--- src/rtl/phy_rx_pkg.sv ---
// Shared types and defaults for the two-lane PHY RX alignment controller.
package phy_rx_pkg;

    localparam logic [7:0] COM_SYM_DEF = 8'hBC;

    typedef enum logic [2:0] {
        ST_IDLE   = 3'd0,
        ST_ALIGN  = 3'd1,
        ST_DESKEW = 3'd2,
        ST_ACTIVE = 3'd3,
        ST_ERROR  = 3'd4
    } top_st_e;

    typedef enum logic [1:0] {
        LN_SEARCH  = 2'd0,
        LN_LOCKING = 2'd1,
        LN_LOCKED  = 2'd2
    } lane_st_e;

endpackage

--- src/rtl/phy_rx_lane_align.sv ---
// Per-lane COM hunter: finds byte alignment and tracks byte boundaries.
module phy_rx_lane_align
    import phy_rx_pkg::*;
#(
    parameter logic [7:0] COM_SYM   = COM_SYM_DEF,
    parameter int         COM_COUNT = 4
) (
    input  logic clk_i,
    input  logic rst_ni,
    input  logic en_i,
    input  logic restart_i,
    input  logic data_i,
    output logic lock_o,
    output logic bnd_o
);

    lane_st_e   st_q, st_d;
    logic [7:0] sr_q, sr_d;
    logic [2:0] bit_q, bit_d;
    logic [3:0] com_q, com_d;
    logic       hit;

    assign sr_d = {sr_q[6:0], data_i};
    assign hit  = (sr_q == COM_SYM);

    always_ff @(posedge clk_i or negedge rst_ni) begin
        if (!rst_ni) begin
            st_q  <= LN_SEARCH;
            sr_q  <= '0;
            bit_q <= '0;
            com_q <= '0;
        end else begin
            st_q  <= st_d;
            sr_q  <= sr_d;
            bit_q <= bit_d;
            com_q <= com_d;
        end
    end

    always_comb begin
        st_d  = st_q;
        bit_d = bit_q + 3'd1;
        com_d = com_q;
        if (!en_i || restart_i) begin
            st_d  = LN_SEARCH;
            bit_d = '0;
            com_d = '0;
        end else begin
            unique case (st_q)
                LN_SEARCH: begin
                    bit_d = '0;
                    if (hit) begin
                        com_d = 4'd1;
                        st_d  = (COM_COUNT == 1) ? LN_LOCKED
                                                 : LN_LOCKING;
                    end
                end
                LN_LOCKING: begin
                    // bit_q==7 means sr_q holds a complete aligned byte
                    if (bit_q == 3'd7) begin
                        if (hit) begin
                            com_d = com_q + 4'd1;
                            if (com_q + 4'd1 == 4'(COM_COUNT))
                                st_d = LN_LOCKED;
                        end else begin
                            com_d = '0;
                            st_d  = LN_SEARCH;
                        end
                    end
                end
                LN_LOCKED: ;
                default: st_d = LN_SEARCH;
            endcase
        end
    end

    always_comb begin
        lock_o = (st_q == LN_LOCKED);
        bnd_o  = (st_q != LN_SEARCH) && (bit_q == 3'd0);
    end

endmodule

--- src/rtl/phy_rx_align_ctrl.sv ---
// Two-lane RX alignment: per-lane lock, skew measurement, deskew setup
// and reception enable.
module phy_rx_align_ctrl
    import phy_rx_pkg::*;
#(
    parameter logic [7:0] COM_SYM   = COM_SYM_DEF,
    parameter int         COM_COUNT = 4,
    parameter int         MAX_SKEW  = 7,
    parameter int         DEPTH_W   = 3
) (
    input  logic               clk_32f,
    input  logic               reset,
    input  logic               rx_en,
    input  logic               data_in_0,
    input  logic               data_in_1,
    output logic [1:0]         lane_lock,
    output logic               deskew_lane,
    output logic [DEPTH_W-1:0] deskew_depth,
    output logic               rx_active,
    output logic               byte_tick,
    output logic               align_err
);

    localparam logic [DEPTH_W:0] SKEW_LIM = (DEPTH_W+1)'(MAX_SKEW);

    top_st_e            st_q, st_d;
    logic               early_q, early_d;
    logic [DEPTH_W-1:0] skew_q, skew_d;
    logic               dl_q, dl_d;
    logic [DEPTH_W-1:0] dd_q, dd_d;
    logic [DEPTH_W:0]   skew_nx;
    logic               restart;
    logic [1:0]         bnd;

    phy_rx_lane_align #(
        .COM_SYM   (COM_SYM),
        .COM_COUNT (COM_COUNT)
    ) u_lane0 (
        .clk_i     (clk_32f),
        .rst_ni    (reset),
        .en_i      (rx_en),
        .restart_i (restart),
        .data_i    (data_in_0),
        .lock_o    (lane_lock[0]),
        .bnd_o     (bnd[0])
    );

    phy_rx_lane_align #(
        .COM_SYM   (COM_SYM),
        .COM_COUNT (COM_COUNT)
    ) u_lane1 (
        .clk_i     (clk_32f),
        .rst_ni    (reset),
        .en_i      (rx_en),
        .restart_i (restart),
        .data_i    (data_in_1),
        .lock_o    (lane_lock[1]),
        .bnd_o     (bnd[1])
    );

    assign skew_nx = {1'b0, skew_q} + 1'b1;

    always_ff @(posedge clk_32f or negedge reset) begin
        if (!reset) begin
            st_q    <= ST_IDLE;
            early_q <= 1'b0;
            skew_q  <= '0;
            dl_q    <= 1'b0;
            dd_q    <= '0;
        end else begin
            st_q    <= st_d;
            early_q <= early_d;
            skew_q  <= skew_d;
            dl_q    <= dl_d;
            dd_q    <= dd_d;
        end
    end

    always_comb begin
        st_d    = st_q;
        early_d = early_q;
        skew_d  = skew_q;
        dl_d    = dl_q;
        dd_d    = dd_q;
        if (!rx_en) begin
            st_d = ST_IDLE;
            dl_d = 1'b0;
            dd_d = '0;
        end else begin
            unique case (st_q)
                ST_IDLE: st_d = ST_ALIGN;
                ST_ALIGN: begin
                    if (&lane_lock) begin
                        dl_d = 1'b0;
                        dd_d = '0;
                        st_d = ST_ACTIVE;
                    end else if (|lane_lock) begin
                        early_d = lane_lock[1];
                        skew_d  = '0;
                        st_d    = ST_DESKEW;
                    end
                end
                ST_DESKEW: begin
                    skew_d = skew_q + 1'b1;
                    if (lane_lock[~early_q]) begin
                        dl_d = early_q;
                        dd_d = skew_nx[DEPTH_W-1:0];
                        st_d = ST_ACTIVE;
                    end else if (skew_nx >= SKEW_LIM) begin
                        // a lock next cycle would already be out of range
                        st_d = ST_ERROR;
                    end
                end
                ST_ACTIVE: ;
                ST_ERROR: begin
                    dl_d = 1'b0;
                    dd_d = '0;
                    st_d = ST_ALIGN;
                end
                default: st_d = ST_IDLE;
            endcase
        end
    end

    always_comb begin
        rx_active    = (st_q == ST_ACTIVE);
        align_err    = (st_q == ST_ERROR);
        restart      = align_err;
        deskew_lane  = dl_q;
        deskew_depth = dd_q;
        byte_tick    = rx_active && bnd[~dl_q];
    end

endmodule

--- config.mk ---
export PLATFORM = sky130hd
export DESIGN_NAME = phy_rx_align_ctrl
export DESIGN_NICKNAME = d
export VERILOG_FILES = /design/src/rtl/phy_rx_pkg.sv /design/src/rtl/phy_rx_lane_align.sv /design/src/rtl/phy_rx_align_ctrl.sv
export SDC_FILE = /design/constraint.sdc
export NUM_CORES = 1
export LEC_CHECK = 0
export ABC_AREA = 1
export CORE_ASPECT_RATIO = 0.75
export CORE_MARGIN = 4
export CORE_UTILIZATION = 35
export CTS_CLUSTER_DIAMETER = 40
export DETAILED_ROUTE_END_ITERATION = 16
export PLACE_DENSITY_LB_ADDON = 0.3
export SYNTH_ARGS = -nofsm -noshare
export SYNTH_HDL_FRONTEND = slang
export SYNTH_HIERARCHICAL = 1
export SYNTH_SLANG_ARGS = --single-unit
--- constraint.sdc ---
create_clock -name clk_32f -period 3.6 [get_ports clk_32f]
set_clock_uncertainty 0.05 [all_clocks]
set_input_delay 0.72 -clock clk_32f [delete_from_list [all_inputs] [get_ports clk_32f]]
set_output_delay 0.72 -clock clk_32f [all_outputs]
set_load 0.02 [all_outputs]
==> results.ini, run 1 <==
[outcome]
status = finished, final reports clean

[yosys]
ys_seq_elements = 45
yosys.area_share.xor_xnor = 0.0105
synth_top_family_by_area = simple AND/OR/NAND/NOR gates
seq_area_frac_synth = 0.452
ys_types = 28
synth_nets = 318
synth_area_per_cell_um2 = 8.23
synth_top_area_cell = dfrtp_1
synthesis.area_mm2 = 0.00249
synth.top_cell.area_share = 0.452
synth.area.mux_share = 0.00452
synthAdderAreaFrac = 0.0502
synthSimpleGateAreaFrac = 0.364
syn_inst = 303
synth_compound_area_frac = 0.0452
yosysWarnings = 6
synth_area_leaders = dfrtp_1 (45%), nand2_1 (12%), inv_1 (5.7%)

[clocking]
cts_sinks = 45
clk_latency_ns = 0.29
cts-root-buf = clkbuf_8
cts_resized = 0
clockBufferDepth = 2
cts-buffers-inserted = 5
cts_hold_buf = 0
cts_tree = done
htree_levels = 2
postCtsSetupBuffers = 0
clkTransAtPathRegs_ns = 0.08

[min_path]
min_to = u_lane1/sr_q[7]
hp-start = u_lane1/sr_q[6]
hold_path_class = register to register
whs_path_depth = 0

[setup_path]
rrSetupSlack_ns = 1.77
critPathArrivalTime_ns = 1.89
timing.rr.start = st_q[1]
crit_path_start = u_lane0/bit_q[0]
cp-start-kind = register
worst_setup_path_end_kind = primary output
timing.rr.end = u_lane0/st_q[0]
r2r.worst_path.cells = 11
required_ns = 2.83
crit_fanout = 3
critPathKind = register to primary output

[route]
wirelength_um = 4470
wl_per_cell_um = 10.6
drtIter0Drc = 78
avgViaCountPerCell = 4.40
drc = 0
firstDrtPassIters = 4
ant_nets = 0
num_vias = 1855

[floorplanning]
num_rows = 26
coreArea_mm2 = 0.00686
boundaryPins = 14
dieArea_mm2 = 0.00855
die_x_um = 105
die-height_um = 81.1
start_util = 0.363

[pwr]
power.leakage_nw = 1.42
p_per_area_mw_per_mm2 = 534
peakVddDrop_v = 0.000379

[placed_design]
dp_cells = 414
numPortBuffers = 13
hpwlAfterDp_um = 3430
gp_congestion = 0.812
postPlaceCellArea_mm2 = 0.00274

[global_routing]
track_usage = 0.118
grt_pass1_wl_um = 8140
grt_overflow = 0
grt_antenna_before_repair = 0
grt_max_degree = 46
first_global_vias = 1821

[cells_and_area]
drive_gt1_frac = 0.157
layout_common_cells = nand2_1 (82), dfrtp_1 (45), nor2_1 (38), inv_1 (38), nand3_1 (22)
syn_to_final_growth_pct = 13.3
fin_util = 0.411
antenna_cells = 0
final_common_cell = nand2_1
final_area_mm2 = 0.00282
fin_cells = 422
final_nets = 338

[timing]
max_freq_mhz = 377
setup_tns_ns = 0
period_minus_slack_ns = 2.66
relSlewSlack = 0.336
hold_violations = 0
fin_crit_sh = 0.738
setup_viol = 0
drv_slew = 0
tightest_slew_ns = 0.996
rsz0062_at_grt = no

[job]
drv_cap = 0

## logic make-up (layout without fill, tap and decap cells)
family,Yosys count,in the layout
flip-flops,45,45
multiplexers,1,1
buffers and inverters,48,69
adder cells (fa/ha/maj),10,10
XOR/XNOR,3,3
AO/OA/AOI/OAI,16,16
AND/OR/NAND/NOR,180,180
## flip-flops by register name (all words and copies together), names as in the netlist
| name | cells |
|---|---|
| u_lane1/st_q | 2 |
| u_lane0/st_q | 2 |
| u_lane0/com_q | 4 |
| u_lane1/com_q | 4 |
| u_lane0/bit_q | 3 |
| st_q | 3 |
| u_lane1/sr_q | 8 |
| u_lane0/sr_q | 8 |
| u_lane1/bit_q | 3 |
| early_q | 1 |
| deskew_lane | 1 |
| skew_q | 3 |
| deskew_depth | 3 |
## cell type report
class / count / area (um2)
inverters: 47 / 176
clock inverters: 1 / 7.51
fillers: 705 / 4040
flip-flops and latches: 45 / 1130
well taps: 98 / 123
multi-input cells: 210 / 1180
clock buffers: 7 / 76.3
repair buffers: 14 / 133
## metrics by stage
stage | setup WS (ns) | total power, mW | hold WS [ns]
global route | 0.830 | 1.64 | 0.345
CTS | 0.901 | 1.54 | 0.335
global placement | 1.12 | 1.22 | 0.305
floorplan | 1.79 | 1.09 | 0.304
finish | 0.945 | 1.51 | 0.332
detailed placement | 1.10 | 1.22 | 0.316
## cells in the mapped netlist
| master | count |
|---|---|
| a21oi_1 | 2 |
| buf_4 | 1 |
| clkinv_1 | 1 |
| dfrtp_1 | 45 |
| ha_1 | 10 |
| inv_1 | 38 |
| inv_2 | 8 |
| mux2_2 | 1 |
| nand2_1 | 82 |
| nand2_2 | 10 |
| nand2_4 | 6 |
| nand3_1 | 22 |
| nand3_2 | 1 |
| nand3_4 | 1 |
| nand3b_1 | 2 |
| nand3b_4 | 1 |
| nand4_1 | 3 |
| nand4_4 | 1 |
| nor2_1 | 38 |
| nor2_2 | 7 |
| nor2_4 | 4 |
| nor2_8 | 1 |
| nor3_1 | 1 |
| o211ai_4 | 2 |
| o21ai_0 | 4 |
| o21ai_1 | 8 |
| xnor2_1 | 1 |
| xor2_1 | 2 |
## where the power goes
group	switching (mW)	internal (mW)	total [mW]
clock	0.163	0.138	0.301
sequential	0.0719	0.578	0.650
combinational	0.349	0.208	0.558
## routing by layer
metal	global-route usage	vias to the layer above	wire length [um]
met2	0.191	20	1990
met5	0	-	0
met4	0.0236	0	11
met1	0.160	855	2340
met3	0.0294	2	126
li1	-	978	-
## worst max-delay path by stage
stage / slack [ns] / cells past startpoint / endpoint
6_report: 0.94 / 8 / byte_tick
5_1_grt: 0.83 / 8 / byte_tick
4_1_cts: 0.90 / 8 / byte_tick
3_5_place_dp: 1.10 / 8 / u_lane1/st_q[1]
3_3_place_gp: 1.12 / 8 / u_lane1/st_q[0]
2_1_floorplan: 1.79 / 7 / byte_tick
## critical path, cell delays in order (launching register included)
cell	delay [ns]
dfrtp_1	0.38
inv_1	0.06
ha_1	0.19
nand2_1	0.06
nor2_1	0.04
mux2_2	0.25
nand2_1	0.05
inv_1	0.04
clkdlybuf4s50_1	0.53
(Power assumes the default switching activity.)
==> inputs of run 2 (changes only) <==
==> constraint.sdc (replaced) <==
create_clock -name clk_32f -period 2.26 [get_ports clk_32f]
set_clock_uncertainty 0.05 [all_clocks]
set_input_delay 0.452 -clock clk_32f [delete_from_list [all_inputs] [get_ports clk_32f]]
set_output_delay 0.452 -clock clk_32f [all_outputs]
set_load 0.02 [all_outputs]
==> results.ini, run 2 (synthesis results as in run 1) <==
[setup_path]
crit_chain = nor2_1 -> clkdlybuf4s50_1
critPathKind = register to primary output
crit_fanout = 3  ; unchanged
worst_setup_path_end_kind = primary output
r2r.worst_path.cells = 11  ; unchanged
rrSetupSlack_ns = 0.54  ; -1.23 ns
cp-start-kind = register
timing.rr.start = st_q[1]
required_ns = 1.76  ; -1.07 ns
critPathSlowestCell = clkdlybuf4s50_1
timing.rr.end = u_lane0/st_q[1]
cp_slowest_stage_delay_ns = 0.67  ; +0.14 ns
critPathArrivalTime_ns = 1.61  ; -0.28 ns

[clocking]
htree_levels = 2  ; unchanged
cts_sinks = 45  ; unchanged
clk_latency_ns = 0.30  ; about the same
postCtsSetupBuffers = 0  ; unchanged
cts_tree = done
cts-buffers-inserted = 5  ; unchanged
cts-root-buf = clkbuf_8
clockBufferDepth = 2  ; unchanged
clkTransAtPathRegs_ns = 0.08  ; about the same

[floorplanning]
dieArea_mm2 = 0.00855  ; unchanged
coreArea_mm2 = 0.00686  ; unchanged
die_x_um = 105  ; unchanged
num_rows = 26  ; unchanged
die-height_um = 81.1  ; unchanged
boundaryPins = 14  ; unchanged
start_util = 0.363  ; unchanged

[timing]
hold_ws_ns = 0.328  ; -0.00447 ns
max_freq_mhz = 474
rsz0062_at_grt = no
drv_slew = 0  ; unchanged
relSlewSlack = 0.754  ; +0.418
hold_violations = 0  ; unchanged
setup_tns_ns = 0  ; unchanged
setup_viol = 0  ; unchanged
fin_crit_sh = 0.933
period_minus_slack_ns = 2.11
tightest_slew_ns = 0.368  ; -0.628 ns

[placed_design]
hpwlAfterDp_um = 3480  ; +1.5%
gp_congestion = 0.796  ; -2.0%
dp_cells = 419  ; +1.2%
numPortBuffers = 13  ; unchanged

[route]
drc = 0  ; unchanged
num_vias = 1846  ; -0.49%
avgViaCountPerCell = 4.31  ; -1.9%
wl_per_cell_um = 10.2  ; -3.4%
firstDrtPassIters = 4  ; unchanged
ant_nets = 0  ; unchanged
drtIter0Drc = 80  ; +2.6%
wirelength_um = 4380  ; -2.1%

[pwr]
p_per_area_mw_per_mm2 = 879  ; +65%
peakVddDrop_v = 0.000507  ; +34%
power_mw = 2.55  ; +69%
power.leakage_nw = 1.49  ; +4.9%

[min_path]
hold_path_class = register to register
hp-start = u_lane1/sr_q[6]
whs_path_depth = 0  ; unchanged
min_to = u_lane1/sr_q[7]

[outcome]
status = finished, final reports clean

[cells_and_area]
final_nets = 344  ; +1.8%
fin_cells = 428  ; +1.4%
reg.largest.list = u_lane0/sr_q (8), u_lane1/sr_q (8)
drive_gt1_frac = 0.182  ; +0.0244
fin_util = 0.423  ; +0.0118
syn_to_final_growth_pct = 16.6
final_common_cell = nand2_1
antenna_cells = 0  ; unchanged
layout_common_cells = nand2_1 (82), dfrtp_1 (44), nor2_1 (38), inv_1 (38), nand3_1 (22)

[global_routing]
grt_overflow = 0  ; unchanged
track_usage = 0.116  ; -0.00120
grt_max_degree = 19  ; -59%
first_global_vias = 1825  ; +0.22%
grt_pass1_wl_um = 8110  ; -0.34%
grt_antenna_before_repair = 0  ; unchanged

[job]
drv_cap = 0  ; unchanged

## run 2: cell types whose count changed in the layout (fill, tap and decap cells not counted), sizes merged
cell and delta:
dlymetal6s2s +1, dlygate4sd2 +1, buf +5, dlygate4sd3 +1
clkdlybuf4s50 -3, bufinv +1
## run 2: area by class of cell
type	instances	area, um2
Fill cell	718	3960
Clock inverter	2	37.5
Clock buffer	6	82.6
Timing Repair Buffer	20	176
Multi-Input combinational cell	210	1180
Sequential cell	45	1130
Tap cell	98	123
Inverter	47	176
## run 2: what timing repair did
action / CTS / global route
setup endpoints to repair: 2 / 2
hold endpoints to repair: 10 / 0
cloned: 0 / 0
resized for setup: 2 / 4
pin swaps: 0 / 0
hold buffers: 1 / 0
## run 2: metal layers
layer,routed length [um],GRT usage,share of wire
met1,2410,0.165,0.55
met2,1830,0.177,0.42
met3,123,0.0334,0.028
met4,25,0.0236,0.0057
met5,0,0,0
## run 2: worst max-delay path, delay by kind of cell (launching register included)
| family | cells | cell delay (ns) |
|---|---|---|
| DFF | 1 | 0.39 |
| buffers and inverters | 1 | 0.67 |
| and+or+nand+nor | 1 | 0.25 |
## run 2: how the worst max path moves through the flow
stage	from	end	slack, ns	cells past startpoint
6_report	u_lane1/st_q[0]	lane_lock[1]	0.15	2
5_1_grt	u_lane1/st_q[1]	lane_lock[1]	0.04	3
4_1_cts	st_q[1]	rx_active	0.04	3
3_5_place_dp	u_lane0/bit_q[0]	byte_tick	0.19	8
3_3_place_gp	u_lane0/bit_q[0]	byte_tick	0.21	8
2_1_floorplan	u_lane1/st_q[0]	deskew_lane	0.58	8
## run 2: metrics by stage
stage               instance area (um2)  setup WS (ns)
floorplan                          2490          0.584
global placement                   2780          0.206
detailed placement                 2780          0.188
CTS                                2910         0.0444
finish                             2910          0.151
global route                       2910         0.0432
## run 2: report_power, final
part	internal (mW)	switching, mW
clock	0.360	0.278
combinational	0.333	0.545
sequential	0.922	0.116
total	1.61	0.938
==> inputs of run 3 (changes only) <==
--- a/config.mk
+++ b/config.mk
@@ -6,6 +6,7 @@
 export NUM_CORES = 1
 export LEC_CHECK = 0
 export ABC_AREA = 1
+export CAP_MARGIN = 20
 export CORE_ASPECT_RATIO = 0.75
 export CORE_MARGIN = 4
 export CORE_UTILIZATION = 35
==> results of run 3 <==
Same layout as run 2: the final DEF is identical, and so are final timing and power.
